<file path="src/rtl/arb_pkg.sv">
// Shared definitions for the four-way round-robin mux arbiter.
package arb_pkg;

    localparam int NUM_REQ = 4;
    localparam int SEL_W   = 2;

    typedef enum logic {
        IDLE  = 1'b0,
        GRANT = 1'b1
    } arb_state_t;

    // Result of a round-robin search: a winner index plus whether any request was found.
    typedef struct packed {
        logic             found;
        logic [SEL_W-1:0] idx;
    } pick_t;

    // Search last+1, last+2, last+3, last (mod 4); the first asserted request wins.
    function automatic pick_t rr_pick(input logic [NUM_REQ-1:0] req,
                                      input logic [SEL_W-1:0]   last);
        pick_t            p;
        logic [SEL_W-1:0] cand;
        p.found = 1'b0;
        p.idx   = last;
        for (int k = 1; k <= NUM_REQ; k++) begin
            cand = last + SEL_W'(k);
            if (!p.found && req[cand]) begin
                p.found = 1'b1;
                p.idx   = cand;
            end
        end
        return p;
    endfunction

endpackage

</file>
<file path="src/rtl/mux_4to1.sv">
// Plain combinational 4:1 single-bit multiplexer.
module mux_4to1
    import arb_pkg::*;
(
    input  logic [NUM_REQ-1:0] data_in,
    input  logic [SEL_W-1:0]   select,
    output logic               data_out
);

    // Route the selected requester's data bit to the output.
    assign data_out = data_in[select];

endmodule

</file>
<file path="src/rtl/mux_arbiter_4.sv">
// Round-robin arbiter sharing one mux_4to1 among four requesters, with a
// bounded-hold counter that forces rotation under contention.
//
// Handshake: a requester holds req[i] high for as long as it wants the mux.
// gnt[i] rises one edge after req[i] is seen and the owner keeps it while
// req[i] stays high, unless the hold limit is reached with another request
// pending. Dropping req[i] releases the grant at the next edge.
module mux_arbiter_4
    import arb_pkg::*;
#(
    parameter int MAX_HOLD = 8
) (
    input  logic               clk,
    input  logic               rst_n,
    input  logic [NUM_REQ-1:0] req,
    input  logic [NUM_REQ-1:0] data_in,
    output logic [NUM_REQ-1:0] gnt,
    output logic [SEL_W-1:0]   select,
    output logic               busy,
    output logic               data_out,
    output logic               data_valid,
    output arb_state_t         state_dbg
);

    // Counter value at which the current owner has used up its hold window.
    localparam logic [7:0] HOLD_LAST = 8'(MAX_HOLD - 1);

    arb_state_t          state, state_n;
    logic [SEL_W-1:0]    last, last_n;
    logic [7:0]          cnt, cnt_n;
    logic [NUM_REQ-1:0]  gnt_n;
    logic [SEL_W-1:0]    select_n;
    logic                busy_n;
    logic [NUM_REQ-1:0]  others;
    logic                own_req;
    pick_t               pick_any;
    pick_t               pick_oth;
    logic                mux_out;

    assign state_dbg = state;

    mux_4to1 u_mux (
        .data_in  (data_in),
        .select   (select),
        .data_out (mux_out)
    );

    // State, pointer, counter and all output flops; reset is asynchronous.
    always_ff @(posedge clk or negedge rst_n) begin
        if (!rst_n) begin
            state      <= IDLE;
            last       <= 2'd3;
            cnt        <= '0;
            gnt        <= '0;
            select     <= '0;
            busy       <= 1'b0;
            data_out   <= 1'b0;
            data_valid <= 1'b0;
        end else begin
            state      <= state_n;
            last       <= last_n;
            cnt        <= cnt_n;
            gnt        <= gnt_n;
            select     <= select_n;
            busy       <= busy_n;
            data_valid <= (gnt != '0);
            if (gnt != '0) begin
                data_out <= mux_out;
            end
        end
    end

    // Next-state, pointer and hold counter. While granted, last is the owner,
    // so searching the other requests from last naturally skips the owner and
    // sends a preempted requester to the back of the queue.
    always_comb begin
        state_n  = state;
        last_n   = last;
        cnt_n    = cnt;
        own_req  = req[last];
        others   = req & ~(NUM_REQ'(1) << last);
        pick_any = rr_pick(req, last);
        pick_oth = rr_pick(others, last);
        case (state)
            IDLE: begin
                if (pick_any.found) begin
                    state_n = GRANT;
                    last_n  = pick_any.idx;
                    cnt_n   = '0;
                end
            end
            GRANT: begin
                if (own_req) begin
                    if (cnt < HOLD_LAST) begin
                        cnt_n = cnt + 8'd1;
                    end else if (pick_oth.found) begin
                        last_n = pick_oth.idx;
                        cnt_n  = '0;
                    end
                end else if (pick_oth.found) begin
                    last_n = pick_oth.idx;
                    cnt_n  = '0;
                end else begin
                    state_n = IDLE;
                end
            end
            default: begin
                state_n = IDLE;
            end
        endcase
    end

    // Registered outputs derived from the next state; select holds while idle.
    always_comb begin
        gnt_n    = '0;
        select_n = select;
        busy_n   = 1'b0;
        if (state_n == GRANT) begin
            gnt_n    = NUM_REQ'(1) << last_n;
            select_n = last_n;
            busy_n   = 1'b1;
        end
    end

endmodule

</file>
<file path="config.mk">
export PLATFORM = sky130hd
export DESIGN_NAME = mux_arbiter_4
export DESIGN_NICKNAME = d
export VERILOG_FILES = /design/src/rtl/arb_pkg.sv /design/src/rtl/mux_4to1.sv /design/src/rtl/mux_arbiter_4.sv
export SDC_FILE = /design/constraint.sdc
export NUM_CORES = 1
export LEC_CHECK = 0
export CORE_UTILIZATION = 43
export DETAILED_ROUTE_END_ITERATION = 16
export PLACE_DENSITY = 0.76
export SYNTH_ARGS = -nofsm -noshare
export SYNTH_HDL_FRONTEND = slang
export SYNTH_SLANG_ARGS = --single-unit
</file>
<file path="constraint.sdc">
create_clock -name clk -period 2.8 [get_ports clk]
set_input_delay 0.42 -clock clk [delete_from_list [all_inputs] [get_ports clk]]
set_output_delay 0.42 -clock clk [all_outputs]
set_load 0.03 [all_outputs]
</file>
Word-level counts from Yosys, hierarchy flattened
Index checks and enable logic that the tools add are counted.
Operators by class
  add/sub/neg operators: 4
  multiply operators: 0
  divide/modulo/power cells: 0
  $lt $le $gt $ge: 6
  equality and inequality tests: 1
  shift operators: 2
  muxes and demuxes: 42
  bitwise logic cells: 3
  reduce and logical (&&, ||, !) cells: 13
Operator list (number)
  8-bit 2-to-1 mux: 4
  3-bit 2-to-1 mux: 8
  1-bit binary-select mux with 2-bit select: 9
  8-bit one-hot mux with 2 select lines: 1
  2-bit by 3-bit less-than comparator with 1-bit output, second input constant: 5
  1-bit 2-to-1 mux: 13
  8-bit by 1-bit adder with 8-bit output, second input constant: 1
  8-bit by 3-bit less-than comparator with 1-bit output, second input constant: 1
  2-bit 2-to-1 mux: 4
  1-bit by 2-bit left shift with 4-bit output, first input constant: 2
  1-bit logical AND: 6
  1-bit zero test: 6
  2-bit adder, second input constant: 2
  4-bit AND: 1
  4-bit 2-to-1 mux: 1
  4-bit inverter: 1
  2-bit one-hot mux with 2 select lines: 1
  4-bit nonzero test: 1
  2-bit by 1-bit adder with 2-bit output, second input constant: 1
  2-bit inequality test, second input constant: 1
  1-bit one-hot mux with 2 select lines: 1
  1-bit inverter: 1
Storage, ports and cells
  flip-flop bits (word level): 20
  bits in latches: 0
  RAM bits: 0
  ROM bits: 0
  bits of input ports: 10
  output and inout port bits: 10
  word-level logic and storage cells: 79
  memories kept: 0

Logic depth before layout (Yosys ltp)
Gate-level depths: netlist (run 1).
  depth in word-level cells: 21
  gate-level depth with buffers: 10
  depth with buffers taken out: 8

Hierarchy
From an unflattened synthesis (run 1), not the netlist that was laid out.
Unflattened totals
  cells, all modules: 136
  area total of the unflattened synthesis: 1350.0 µm²
By module, submodules not included
  mux_arbiter_4: instances 1, cells an instance 135, area an instance 1327.5 µm², seq. area each 478.0 µm²
  mux_4to1: instances 1, cells an instance 1, area an instance 22.5 µm², seq. area each 0.0 µm²

Worst setup path before layout (run 1)
No wires, ideal clock.
  path type: register to register
  start: reg last[1]
  end: reg select[0]
  arrival time: 2.374 ns
  data required time: 2.675 ns
  setup slack: 0.301 ns
  stages on the path, launching flop included: 10
  buffers on the path: 2
  cells stage by stage: dfstp_2 buf_2 inv_1 ha_1 clkbuf_1 o21ai_0 o31ai_1 o31ai_4 xnor2_2 mux2_2
Between the ends
  cells in the longest elaborated chain, start to end: 19
RTL lines
  from (decl): line mux_arbiter_4.sv:29  | logic [SEL_W-1:0] last, last_n;
  from (signal assigned): line mux_arbiter_4.sv:61  | last <= last_n;
  branches (longest 18 deep; another with 2-bit by 1-bit adder with 2-bit output)
  2-bit one-hot mux with 2 select lines *: line mux_arbiter_4.sv:84  | case (state)
  named net last_n[0]: line mux_arbiter_4.sv:29
  to (signal assigned): line mux_arbiter_4.sv:64  | select <= select_n;
  to (decl): line mux_arbiter_4.sv:18  | output logic [SEL_W-1:0] select,
Mark *: on every way through the listed nets, which the timed path passes. The select of a mux whose other input is x is not followed.
A chain may end at the register's enable or synchronous reset.

Worst setup path in the final report (run 1)
  start: reg last[1]
  end: reg gnt[1]
Between the ends
  cells in the longest elaborated chain, start to end: 21
RTL lines
  branches (longest 18 deep; another with 2-bit by 1-bit adder with 2-bit output)
  2-bit one-hot mux with 2 select lines *: line mux_arbiter_4.sv:84
  named net last_n[0]: line mux_arbiter_4.sv:29
  1-bit by 2-bit left shift with 4-bit output *: line mux_arbiter_4.sv:119  | gnt_n = NUM_REQ'(1) << last_n;
  4-bit 2-to-1 mux *: line mux_arbiter_4.sv:118  | if (state_n == GRANT) begin
  named net gnt_n[1]: line mux_arbiter_4.sv:31  | logic [NUM_REQ-1:0] gnt_n;
  to (signal assigned): line mux_arbiter_4.sv:63  | gnt <= gnt_n;
  to (decl): line mux_arbiter_4.sv:17  | output logic [NUM_REQ-1:0] gnt,
Marked as above.

==> results of run 1 <==
==> power by group through the flow <==
stage	Sequential [uW]	Clock (uW)	Combinational, uW
finish	491	132	1090
global placement	489	0	1050
CTS	491	136	1090
global route	507	144	1190
detailed placement	494	0	1080
floorplan	545	0	764
==> kinds of logic (layout without fill, tap and decap cells) <==
group / after synthesis / after routing
buffers and inverters: 13 / 30
AND/OR/NAND/NOR: 41 / 41
AO/OA/AOI/OAI: 27 / 27
XOR/XNOR: 1 / 1
multiplexers: 12 / 12
adder cells (fa/ha/maj): 5 / 5
flip-flops: 19 / 19
==> state kept, by name (all words and copies together) (netlist names) <==
register / flops
data_out: 1
busy: 1
data_valid: 1
cnt: 8
gnt: 4
select: 2
last: 2
==> layout make-up <==
cell class | count | area [sq um]
inverter | 4 | 15.0
clock buffer | 4 | 26.3
timing repair buffer | 22 | 213
sequential | 19 | 478
multi-input combinational | 86 | 707
fill | 246 | 1280
tap | 31 | 38.8
==> Yosys cell counts (2+ instances only) <==
| library cell | n | area share |
|---|---|---|
| a21oi_1 | 5 | 0.020 |
| buf_2 | 2 | 0.0080 |
| buf_6 | 2 | 0.018 |
| clkbuf_1 | 3 | 0.0090 |
| dfrtp_1 | 17 | 0.34 |
| dfstp_2 | 2 | 0.042 |
| ha_1 | 5 | 0.050 |
| inv_1 | 3 | 0.0090 |
| mux2_2 | 6 | 0.054 |
| mux2i_1 | 2 | 0.016 |
| mux4_1 | 2 | 0.042 |
| mux4_2 | 2 | 0.036 |
| nand2_1 | 7 | 0.021 |
| nand2b_1 | 3 | 0.015 |
| nor2_1 | 4 | 0.012 |
| nor2b_1 | 8 | 0.040 |
| nor3_1 | 5 | 0.020 |
| nor3b_1 | 3 | 0.018 |
| nor4_1 | 2 | 0.010 |
| o21ai_0 | 6 | 0.024 |
| o31ai_1 | 4 | 0.024 |
==> how the worst min path moves through the flow <==
stage,depth (start not counted),end
after global placement,1,cnt[4]
after global routing,1,cnt[4]
final,1,cnt[4]
after CTS,1,cnt[4]
after floorplan,0,busy
after detailed placement,1,cnt[4]
==> through the flow <==
step / util / power [uW] / hold WS (ps)
after global placement: 0.525 / 1540 / 481
after floorplan: - / 1310 / 124
final: 0.536 / 1710 / 503
after CTS: 0.534 / 1710 / 509
after global routing: 0.536 / 1840 / 525
after detailed placement: 0.525 / 1570 / 486
==> layer usage <==
| layer | GRT usage | vias up | part of all wire | wire (um) |
|---|---|---|---|---|
| met5 | 0 | - | 0 | 0 |
| met1 | 0.227 | 464 | 0.48 | 1210 |
| li1 | - | 471 | - | - |
| met3 | 0.0209 | 2 | 0.033 | 83 |
| met4 | 0.0488 | 0 | 0.0068 | 17 |
| met2 | 0.296 | 22 | 0.48 | 1210 |
==> results.tsv, run 1 <==
metric	value	unit
# DRC	0	
commonest cells after routing, fill and taps aside	clkdlybuf4s50_1, dfrtp_1, nor2b_1, nand2_1	
Longest Clk Path Bufs	2	
synth warn	0	
TritonCTS Sinks	19	
Critical Path Slowest Stage Cell	dfstp_2	
Primary FF master, synth	dfrtp_1	
post-route cell area	1480	sq um
Placed Area	1450	sq um
1st-pass router iterations	4	
ANT cells	0	
largest net degree at the start of global routing	20	
Final Skew	4.27	ps
largest family of logic cells by synthesized area	simple AND/OR/NAND/NOR gates	
required time of the worst setup path	3000	ps
layout cells sized above 1	0.170	
ANT nets after route	0	
vias in the first global route	976	
IO buf count	19	
wire per inst	15.2	um
f_max	0.389	GHz
simple-gate share of the synthesized area	0.191	
Site Rows	19	
CTS H-tree depth	1	
PwrDens	1160	nW/um^2
Sequential Power Share	0.287	
Initial Utilization	0.453	
Vias	959	
peak supply drop	0.000767	V
nets@finish	151	
DP HPWL	1900	um
post-synthesis cell count	118	
distinct cell type count after synthesis	46	
Buf/Inv on CP	1	
Post-Place Cells	162	
CTS tree	built	
Int Pwr	950	uW
post-synthesis adder-cell area fraction	0.0501	
Worst Max-Slew Pin Slew	829	ps
die height	55.9	um
Sw Ratio	0.445	
Crit Path Max Fanout	12	
post-cts sizing count	0	
Final min period	2570	ps
Worst R2R Start	last[1]	
RD Place Congestion	0.878	
Horiz. Die Dim	55.9	um
critical path depth	7	
Ports	20	
Register-to-Register Path Depth	7	
Yosys reg bits	19	
Worst Hold Class	flip-flop to flip-flop	
sum of negative setup slack	0	ps
cell breakdown of the critical path	inv_1 > ha_2 > mux4_1 > nor2b_1 > o31ai_4 > xnor2_2 > nor3b_1	
1st-iter DRT viols	13	
final cell count without fillers	166	
post-synthesis compound-gate area fraction	0.159	
clock share of power	0.077	
logic gate share of total power	0.637	
crit end category	flip-flop	
NetSw	762	uW
syn avg cell area	10.6	sq um
GRT Util Overall	0.171	
Post-Syn Area	1250	sq um
crit path DAT	2770	ps
Lkg Pwr	0.000620	uW
core area	2760	sq um
CTS Hold Buffers Added	0	
first-pass GRT wire length	4280	um
synth-to-layout area growth	18.2	%
EDFF count, synth	0	
Seq/Total Area, Yosys	0.382	
Rel. slew slack	0.446	
final setup margin	232	ps
Vias/cell	5.78	
routed wire length	2520	um
multiplexer share of the synthesized area	0.148	
syn_nets	133	
Setup crit end	gnt[1]	
status	finished, final reports clean	
TritonCTS Buffers	3	
Setup WS pre-CTS	16.7	ps
R2R Setup Slk	230	ps
clk_lat worst skew	280	ps
Die Area	3130	sq um
most common cell after layout, fill and taps aside	clkdlybuf4s50_1	
Final setup violation count	0	
critical path class	flip-flop to flip-flop	
critical path's top delay family	flip-flops	
RR Endpoint	gnt[1]	
grt total ovfl	0	
Critical path origin	last[1]	
final worst path period share	0.917	
HP Start	cnt[4]	
number of max-cap violations	0	
CTS Root Buffer Type	clkbuf_4	
RSZ-0062 raised after global routing	false	
crit start category	flip-flop	
Worst-path clk slew	100	ps
initial antenna violation count	0	
post-CTS setup buffers	0	
xor and xnor area share after synthesis	0.0130	
final hold vios	0	
ys async rst share	1.00	
worst stage delay on the critical path	690	ps
Pins Over Slew Limit	0	
(Power assumes the default switching activity.)
==> run 2, diff against run 1 <==
- CELL_PAD_IN_SITES_DETAIL_PLACEMENT: not set -> 1
- CELL_PAD_IN_SITES_GLOBAL_PLACEMENT: not set -> 1
- CORE_UTILIZATION: 43 -> 41
- PLACE_DENSITY: 0.76 -> 0.88
==> results.tsv, run 2 (synthesis results as in run 1) <==
metric	value	unit
status	finished with violations	
failing checks	design-rule violations	
Vias	1011	
final setup margin	48.3	ps
NetSw	902	uW
IO buf count	19	
1st-pass router iterations	10	
CTS H-tree depth	1	
DP HPWL	2540	um
# DRC	2	
logic gate share of total power	0.664	
Worst R2R Start	last[0]	
Int Pwr	1020	uW
Register-to-Register Path Depth	7	
hold endpoint	cnt[4]	
ANT nets after route	0	
Rel. slew slack	0.425	
largest net degree at the start of global routing	20	
crit end category	flip-flop	
Setup WS pre-CTS	-159	ps
Final Skew	1.22	ps
f_max	0.363	GHz
vias in the first global route	1117	
Vias/cell	5.98	
R2R Setup Slk	50	ps
die height	57.2	um
Sw Ratio	0.470	
RD Place Congestion	0.854	
PwrDens	1260	nW/um^2
TritonCTS Buffers	3	
Die Area	3270	sq um
1st-iter DRT viols	51	
final hold slack	505	ps
wire per inst	20.6	um
Reg with most FFs	cnt	
clk_lat worst skew	310	ps
Initial Utilization	0.442	
peak supply drop	0.000545	V
Layout Utilization	0.539	
TritonCTS Sinks	19	
Final setup violation count	0	
grt total ovfl	0	
Worst Max-Slew Pin Slew	860	ps
worst stage delay on the critical path	670	ps
layout cells sized above 1	0.217	
clock share of power	0.076	
RR Endpoint	select[1]	
ANT cells	0	
critical path's top delay family	multiplexers	
cell breakdown of the critical path	buf_4 > mux4_2 > and3_2 > o31ai_4 > a32oi_2 > buf_4 > mux2_2	
crit start category	flip-flop	
CTS Hold Buffers Added	0	
initial antenna violation count	0	
critical path class	flip-flop to flip-flop	
worst hold path depth	1	
Horiz. Die Dim	57.2	um
Pins Over Slew Limit	0	
nets@finish	154	
first-pass GRT wire length	5560	um
Critical Path Slowest Stage Cell	dfstp_2	
Buf/Inv on CP	2	
HP Start	cnt[4]	
Site Rows	19	
final hold vios	0	
commonest cells after routing, fill and taps aside	clkdlybuf4s50_1, dfrtp_1, nor2b_1	
CTS tree	built	
GRT Util Overall	0.226	
Lkg Pwr	0.000641	uW
CTS Root Buffer Type	clkbuf_4	
Longest Clk Path Bufs	2	
most common cell after layout, fill and taps aside	clkdlybuf4s50_1	
synth-to-layout area growth	21.9	%
max reg flops	8	
Worst-path clk slew	110	ps
Crit Path Max Fanout	10	
number of max-cap violations	0	
routed wire length	3480	um
Sequential Power Share	0.260	
Worst Hold Class	flip-flop to flip-flop	
required time of the worst setup path	3000	ps
Ports	20	
final worst path period share	0.983	
largest registers	cnt (8), gnt (4)	
crit path DAT	2950	ps
Crit path top cell by count	buf_4	
Final min period	2750	ps
core area	2830	sq um
==> run 2: final cells by class <==
| type | count | area (sq um) |
|---|---|---|
| fill | 320 | 1310 |
| sequential | 19 | 478 |
| multi-input combinational | 86 | 729 |
| timing repair buffer | 25 | 235 |
| tap | 31 | 38.8 |
| clock inverter | 1 | 5.00 |
| clock buffer | 3 | 22.5 |
| inverter | 4 | 15.0 |
==> run 2: stage by stage <==
stage | instance area, sq um | instances | power [uW] | TNS [ps]
after global routing | 1520 | 169 | 2030 | -57.2
final | 1520 | 169 | 1920 | 0
after CTS | 1490 | 167 | 1820 | -3.25
after floorplan | 1250 | 118 | 1310 | 0
after global placement | 1450 | 163 | 1560 | 0
after detailed placement | 1450 | 163 | 1650 | -369
==> run 2: worst max-delay path by stage <==
stage               cells after the start    start   endpoint
finish                                  7  last[0]  select[1]
global route                            7  last[0]  select[1]
CTS                                     7  last[0]     gnt[2]
detailed placement                      6   req[0]  select[1]
global placement                        6   req[0]  select[1]
floorplan                               9  last[1]  select[0]
==> run 2: repair_timing <==
item                                    CTS  global route
pin swaps                                 0             1
hold endpoints to repair                  0             0
setup buffers                             0             2
endpoints found under the setup margin    1             6
resized for setup                         1             5
==> run 2: power groups by stage <==
stage,Combinational (uW),Clock (uW),Sequential (uW)
6_report,1270,145,499
5_1_grt,1370,156,510
4_1_cts,1180,147,495
3_5_place_dp,1150,0,499
3_3_place_gp,1080,0,487
2_1_floorplan,764,0,545
==> run 2: routing by layer <==
layer	routed length [um]	GRT usage	vias to the layer above
li1	-	-	479
met1	1460	0.268	502
met2	1840	0.405	23
met3	114	0.0408	7
met4	63	0.0906	0
met5	0	0	-
==> run 3, diff against run 2 <==
- SETUP_SLACK_MARGIN: not set -> 0.05
- clock period: 2.8 -> 3.1 ns (I/O delays scaled with it)
==> results.tsv, run 3 (synthesis results as in run 1) <==
metric	value	unit
RD Place Congestion	0.784	
RSZ-0062 raised after global routing	false	
HP Start	cnt[4]	
final hold vios	0	
Pins Over Slew Limit	0	
required time of the worst setup path	3310	ps
Die Area	3270	sq um
synth-to-layout area growth	16.7	%
Reg with most FFs	cnt	
CTS H-tree depth	1	
TritonCTS Sinks	19	
Vias/cell	6.01	
1st-iter DRT viols	77	
grt total ovfl	0	
Rel. slew slack	0.436	
critical path class	flip-flop to flip-flop	
largest net degree at the start of global routing	20	
Critical path origin	last[0]	
Initial Utilization	0.442	
f_max	0.364	GHz
largest registers	cnt (8), gnt (4)	
wire per inst	19.1	um
number of max-cap violations	0	
most common cell after layout, fill and taps aside	clkdlybuf4s50_1	
Crit Path Max Fanout	18	
Fillers	311	
PwrDens	1080	nW/um^2
CTS tree	built	
Lkg Pwr	0.000614	uW
IO buf count	19	
commonest cells after routing, fill and taps aside	clkdlybuf4s50_1, dfrtp_1, nor2b_1	
cell breakdown of the critical path	inv_2 > ha_1 > nor4b_1 > nor4_1 > o21ai_1 > o31ai_1 > a32oi_2 > nor3b_1	
status	finished with violations	
core area	2830	sq um
ANT cells	0	
Site Rows	19	
Critical Path Slowest Stage Cell	dfstp_2	
worst stage delay on the critical path	760	ps
post-cts sizing count	0	
failing checks	design-rule violations	
Final Skew	8.17	ps
Longest Clk Path Bufs	2	
clk_lat worst skew	310	ps
total power	1580	uW
routed wire length	3140	um
nets@finish	149	
TritonCTS Buffers	3	
ANT nets after route	0	
layout cells sized above 1	0.150	
CTS Root Buffer Type	clkbuf_4	
post-CTS setup buffers	0	
Worst Hold Class	flip-flop to flip-flop	
final worst path period share	0.887	
max reg flops	8	
Horiz. Die Dim	57.2	um
Ports	20	
DP HPWL	2360	um
Final setup violation count	0	
vias in the first global route	1109	
Worst R2R Start	last[0]	
die height	57.2	um
Vias	985	
Final min period	2750	ps
first-pass GRT wire length	5440	um
post-route cell area	1460	sq um
peak supply drop	0.000550	V
# DRC	2	
initial antenna violation count	0	
crit start category	flip-flop	
CTS Hold Buffers Added	0	
Placed Area	1430	sq um
Worst-path clk slew	120	ps
final hold slack	511	ps
GRT Util Overall	0.221	
crit path DAT	2960	ps
Worst Max-Slew Pin Slew	843	ps
1st-pass router iterations	10	
sum of negative setup slack	0	ps
crit end category	flip-flop	
run 3: stage by stage:
stage / instances / setup WS [ps] / utilization
after floorplan: 118 / 601 / -
after global placement: 160 / 233 / 0.506
after detailed placement: 160 / 150 / 0.506
after CTS: 164 / 321 / 0.516
after global routing: 164 / 62.5 / 0.516
final: 164 / 350 / 0.516
run 3: area by class of cell:
cell class                      instances  area [sq um]  area share
Clock inverter                          1          5.00     0.00343
Sequential cell                        19           478       0.328
Multi-Input combinational cell         86           702       0.481
Inverter                                4          15.0      0.0103
Clock buffer                            3          22.5      0.0154
Timing Repair Buffer                   20           198       0.136
Tap cell                               31          38.8      0.0266
run 3: final timing paths:
| path | to | cells after the start | slack [ps] |
|---|---|---|---|
| worst max-delay path | gnt[2] | 8 | 350 |
| worst min-delay path | cnt[4] | 1 | 510 |
| worst max register to register | gnt[2] | 8 | 350 |
| worst min register to register | cnt[4] | 1 | 510 |
| max in group asynchronous | busy | 1 | 1950 |
| min in group asynchronous | data_out | 1 | 620 |
run 3: power breakdown:
group / internal [uW] / switching (uW) / total, uW
clock network: 48.2 / 81.9 / 130
registers: 346 / 120 / 466
logic: 444 / 541 / 985
total: 839 / 742 / 1580
run 3: critical path: cells and delay by family, from the launching register on:
family,cells,cell delay (ps)
AO/OA/AOI/OAI,3,570
adder cells (fa/ha/maj),1,460
buffers and inverters,1,160
flip-flops,1,760
AND/OR/NAND/NOR,3,710
run 3: layer usage:
layer  track usage  vias up  share of wire
met5             0        -              0
met4        0.0523        0         0.0045
met3        0.0272        2          0.027
met2         0.407       24           0.52
met1         0.277      494           0.44
li1              -      465              -
==> edit 1 (flow settings as in run 2) <==
The package constant `NUM_REQ` goes from 4 to 5.
--- a/src/rtl/arb_pkg.sv
+++ b/src/rtl/arb_pkg.sv
@@ -1,7 +1,7 @@
 // Shared definitions for the four-way round-robin mux arbiter.
 package arb_pkg;
 
-    localparam int NUM_REQ = 4;
+    localparam int NUM_REQ = 5;
     localparam int SEL_W   = 2;
 
     typedef enum logic {
Interface: changed (resized data_in, gnt and req); port bits go from 20 to 23. No check against the original RTL was run, so the function may have changed too.
==> edit 1 against run 2 <==
- final cell count grew 26%
- setup slack gained 0.087 ns
- routed wire length grew 12%
- global-route usage grew 1.6 points
- synthesized area grew 12%
- critical path depth grew 2
- sequential power shrank 8.8%
- cell area grew 12%
- total power grew 7.7%
- sequential cell count is the same
- highest routed layer unchanged
==> edit 1: results (changes against run 2) <==
pre-CTS WS: -0.0522 ns (was -0.159 ns)
Sw Share: 46.9% (was 47.0%)
Initial DRT Pass Iterations: 4 (was 10)
Post-DP Area: 1680 µm² (was 1450 µm²)
post-synthesis adder-cell area fraction: 4.45% (was 5.01%)
Tightest Pin Transition: 0.809 ns (was 0.860 ns)
Mean Syn Cell Area: 9.56 µm² (was 10.6 µm²)
antenna violations before repair: 0 (unchanged)
hold path startpoint: cnt[7]$_DFFE_PN0P_ (was cnt[4]$_DFFE_PN0P_)
status: finished clean (was finished with violations)
Layout Nets: 187 (was 154)
Non-Filler Instances: 213 (was 169)
area fraction in compound gates after synthesis: 18.3% (was 15.9%)
DP Wirelength: 3.08 mm (was 2.54 mm)
final setup margin: 0.135 ns (was 0.0483 ns)
H-tree levels: 1 (unchanged)
Synth async-reset ratio: 100% (unchanged)
maximum VDD drop: 0.405 mV (was 0.545 mV)
largest net degree at the start of global routing: 26 (was 20)
xor-xnor portion of the synthesized cell area: 0.623% (was 1.30%)
Clock Path Buffers: 2 (unchanged)
Clock transition at path regs: 0.11 ns (about the same)
Post-DRT Antenna Nets: 0 (unchanged)
CP max stage delay: 0.57 ns (was 0.67 ns)
initial detailed-routing violation count: 34 (was 51)
Crit path arrival time: 2.87 ns (was 2.95 ns)
Synthesized Nets: 164 (was 133)
post-synthesis mux area share: 11.1% (was 14.8%)
post-synthesis sequential area ratio: 34.0% (was 38.2%)
final wirelength: 3.91 mm (was 3.48 mm)
post-synth cell types: 53 (was 46)
worst-skew pair later-pin latency: 0.31 ns (about the same)
P_leak: 0.000703 µW (was 0.000641 µW)
clock root buffer: clkbuf_4 (unchanged)
family with the most delay on the worst path: flip-flops (was multiplexers)
first-pass GRT wire length: 6.38 mm (was 5.56 mm)
RD Place Congestion: 0.862 (was 0.854)
Synth top cells by count: 17 x dfrtp_1, 11 x nand2_1, 8 x buf_2, 7 x a21oi_1, 6 x nor3_1 (was 17 x dfrtp_1, 8 x nor2b_1, 7 x nand2_1, 6 x mux2_2, 6 x o21ai_0)
Vias/cell: 5.94 (was 5.98)
Worst Skew: 0.00561 ns (was 0.00122 ns)
gr usage total: 24.3% (was 22.6%)
Synth area leaders: dfrtp_1 30%, mux4_2 6.4%, ha_1 4.5% (was dfrtp_1 34%, mux2_2 5.4%, ha_1 5.0%)
largest registers: cnt (8), gnt (4) (unchanged)
critical path class: flop to flop (unchanged)
Worst Hold Path Cells: 1 (unchanged)
layout cells sized above 1: 20.7% (was 21.7%)
Crit Path Max Fanout: 25 (was 10)
worst-case reg-to-reg path depth: 9 (was 7)
Min-Delay Path Class: flop to flop (unchanged)
vias in the first global route: 1340 (was 1117)
[edit 1: changes by cell type in the layout (fill, tap and decap cells not counted), sizes merged, moves of 3 or more]
cell	run 2	this run
o31ai	5	0
nor2b	8	4
nand2	7	11
buf	6	15
a311oi	0	3
and2	1	5
[edit 1: final timing paths]
kind | slack, ns | end
worst max register to register | 0.14 | gnt[0]$_DFF_PN0_
max in group asynchronous | 1.74 | cnt[2]$_DFFE_PN0P_
worst min register to register | 0.50 | cnt[7]$_DFFE_PN0P_
worst min-delay path | 0.50 | cnt[7]$_DFFE_PN0P_
min in group asynchronous | 0.56 | busy$_DFF_PN0_
worst max-delay path | 0.14 | gnt[0]$_DFF_PN0_
[edit 1: repair_timing]
action                                 in CTS  in global routing
setup endpoints to repair                   0                  1
endpoints found under the hold margin       0                  0
gates resized for setup                     0                  1
[edit 1: power by group through the flow]
stage	registers, µW	logic (µW)	clock network [µW]
2_1_floorplan	554	919	0
3_3_place_gp	453	1360	0
3_5_place_dp	463	1450	0
4_1_cts	456	1460	151
5_1_grt	469	1590	160
6_report	455	1470	144
[edit 1: area by class of cell]
cell class | count | area (µm²)
inverters | 6 | 22.5
repair buffers | 34 | 303
well taps | 44 | 55.1
multi-input cells | 106 | 825
fillers | 371 | 1440
clock buffers | 3 | 22.5
flip-flops and latches | 19 | 478
clock inverters | 1 | 5.00
[edit 1: layer usage]
metal | track usage [%] | share of wire [%]
met1 | 27.3 | 43
met2 | 43.6 | 53
met3 | 2.99 | 1.4
met4 | 14.6 | 3.0
met5 | 0 | 0
[edit 1: logic make-up after synthesis]
logic type	Yosys count
mux	10
flops	19
xor+xnor	1
buf+inv	22
other cells	1
simple gates	55
fa+ha+maj	5
compound gates	34
==> edit 2 (settings of run 2) <==
Made on the original files. Make the reset (`rst_n`) synchronous in one clocked block. Comments in the files are not updated.
--- a/src/rtl/mux_arbiter_4.sv
+++ b/src/rtl/mux_arbiter_4.sv
@@ -46,7 +46,7 @@
     );
 
     // State, pointer, counter and all output flops; reset is asynchronous.
-    always_ff @(posedge clk or negedge rst_n) begin
+    always_ff @(posedge clk) begin
         if (!rst_n) begin
             state      <= IDLE;
             last       <= 2'd3;
Function: differs if rst_n is asserted again (counterexample within 4 cycles, from zero or initial values and one cycle with rst_n low); with rst_n held inactive, the same outputs for 10 cycles.
==> edit 2 against run 2 <==
- first-iteration DRC count shrank 51%
- sequential cell count is the same
- synthesized area grew 3.5%
- sequential power shrank 22%
- cell area shrank 0.74%
- die area grew 3.4%
- setup slack gained 0.45 ns
- routed wire length shrank 9.7%
- total power shrank 19%
- clock skew grew 0.0010 ns
- sequential share of layout area shrank 6.2 points
- final cell count grew 17%
- via count grew 9.5%
- highest routed layer unchanged
==> edit 2: results (changes against run 2) <==
status: finished clean (was finished with violations)
Layout Nets: 170 (was 154)
largest net degree at the start of global routing: 22 (was 20)
final wirelength: 3.15 mm (was 3.48 mm)
post-synth cell types: 51 (was 46)
Tightest Pin Transition: 0.461 ns (was 0.860 ns)
Worst path slowest cell: clkdlybuf4s50_1 (was dfstp_2)
pre-CTS WS: 0.172 ns (was -0.159 ns)
maximum VDD drop: 0.532 mV (was 0.545 mV)
layout cells sized above 1: 13.0% (was 21.7%)
Post-DP Area: 1490 µm² (was 1450 µm²)
Non-Filler Instances: 198 (was 169)
RD Place Congestion: 0.855 (was 0.854)
Min Hold Slack: 0.483 ns (was 0.505 ns)
Synth area leaders: dfxtp_1 29%, ha_1 4.8%, mux2i_1 4.6% (was dfrtp_1 34%, mux2_2 5.4%, ha_1 5.0%)
Met3 Wirelength: 116 µm (was 114 µm)
Syn Inst Count: 139 (was 118)
P_leak: 0.000599 µW (was 0.000641 µW)
grt met1 use: 23.7% (was 26.8%)
Synthesized Nets: 154 (was 133)
Worst Skew: 0.00226 ns (was 0.00122 ns)
Hold EP: cnt[7]$_SDFFE_PN0P_ (was cnt[4]$_DFFE_PN0P_)
Synth top cells by count: 19 x dfxtp_1, 14 x nand2_1, 6 x and2_1, 6 x mux2i_1, 6 x nor3_1 (was 17 x dfrtp_1, 8 x nor2b_1, 7 x nand2_1, 6 x mux2_2, 6 x o21ai_0)
initial detailed-routing violation count: 25 (was 51)
post-synthesis mux area share: 10.1% (was 14.8%)
xor-xnor portion of the synthesized cell area: 2.13% (was 1.30%)
final setup margin: 0.503 ns (was 0.0483 ns)
Crit path arrival time: 2.53 ns (was 2.95 ns)
count leader, synth: dfxtp_1 (was dfrtp_1)
post-synthesis adder-cell area fraction: 4.84% (was 5.01%)
Worst Setup EP: gnt[2]$_SDFF_PN0_ (was select[1]$_DFFE_PN0P_)
worst-case reg-to-reg path depth: 8 (was 7)
post-cts gate resize count: 0 (was 1)
Worst setup startpoint: req[2] (was last[0]$_DFF_PN1_)
placed cells: 194 (was 163)
vias in the first global route: 1141 (was 1117)
gr usage total: 19.9% (was 22.6%)
DP Wirelength: 2.39 mm (was 2.54 mm)
wire length on met2: 1.63 mm (was 1.84 mm)
family with the most delay on the worst path: compound AO/OA/AOI/OAI gates (was multiplexers)
first-pass GRT wire length: 5.21 mm (was 5.56 mm)
Critical R2R Capture: gnt[2]$_SDFF_PN0_ (was select[1]$_DFFE_PN0P_)
GR Util met3: 2.46% (was 4.08%)
hold path startpoint: cnt[7]$_SDFFE_PN0P_ (was cnt[4]$_DFFE_PN0P_)
FF-to-FF setup slack: 0.50 ns (was 0.05 ns)
Vias/cell: 5.59 (was 5.98)
Initial DRT Pass Iterations: 4 (was 10)
Metal-1 WL: 1.34 mm (was 1.46 mm)
==> edit 2: cell count changes after synthesis, sizes merged, moves of 3 or more <==
cell / run 2 / this run
and2: 1 / 6
buf: 6 / 9
dfrtp: 17 / 0
dfxtp: 0 / 19
mux2: 6 / 1
mux2i: 2 / 7
nand2: 7 / 14
nand4: 0 / 3
nor2b: 8 / 5
o31a: 0 / 3
==> edit 2: where the power goes <==
part / internal, µW / total (µW) / switching, µW
Clock: 53.4 / 142 / 89.0
Combinational: 458 / 1010 / 554
Sequential: 336 / 391 / 54.4
Total: 848 / 1540 / 697
==> edit 2: cell type report <==
cell class	count	area, µm²
fill	353	1520
multi-input combinational	106	830
sequential	19	380
timing repair buffer	21	205
tap	44	55.1
clock buffer	3	22.5
inverter	4	15.0
clock inverter	1	5.00
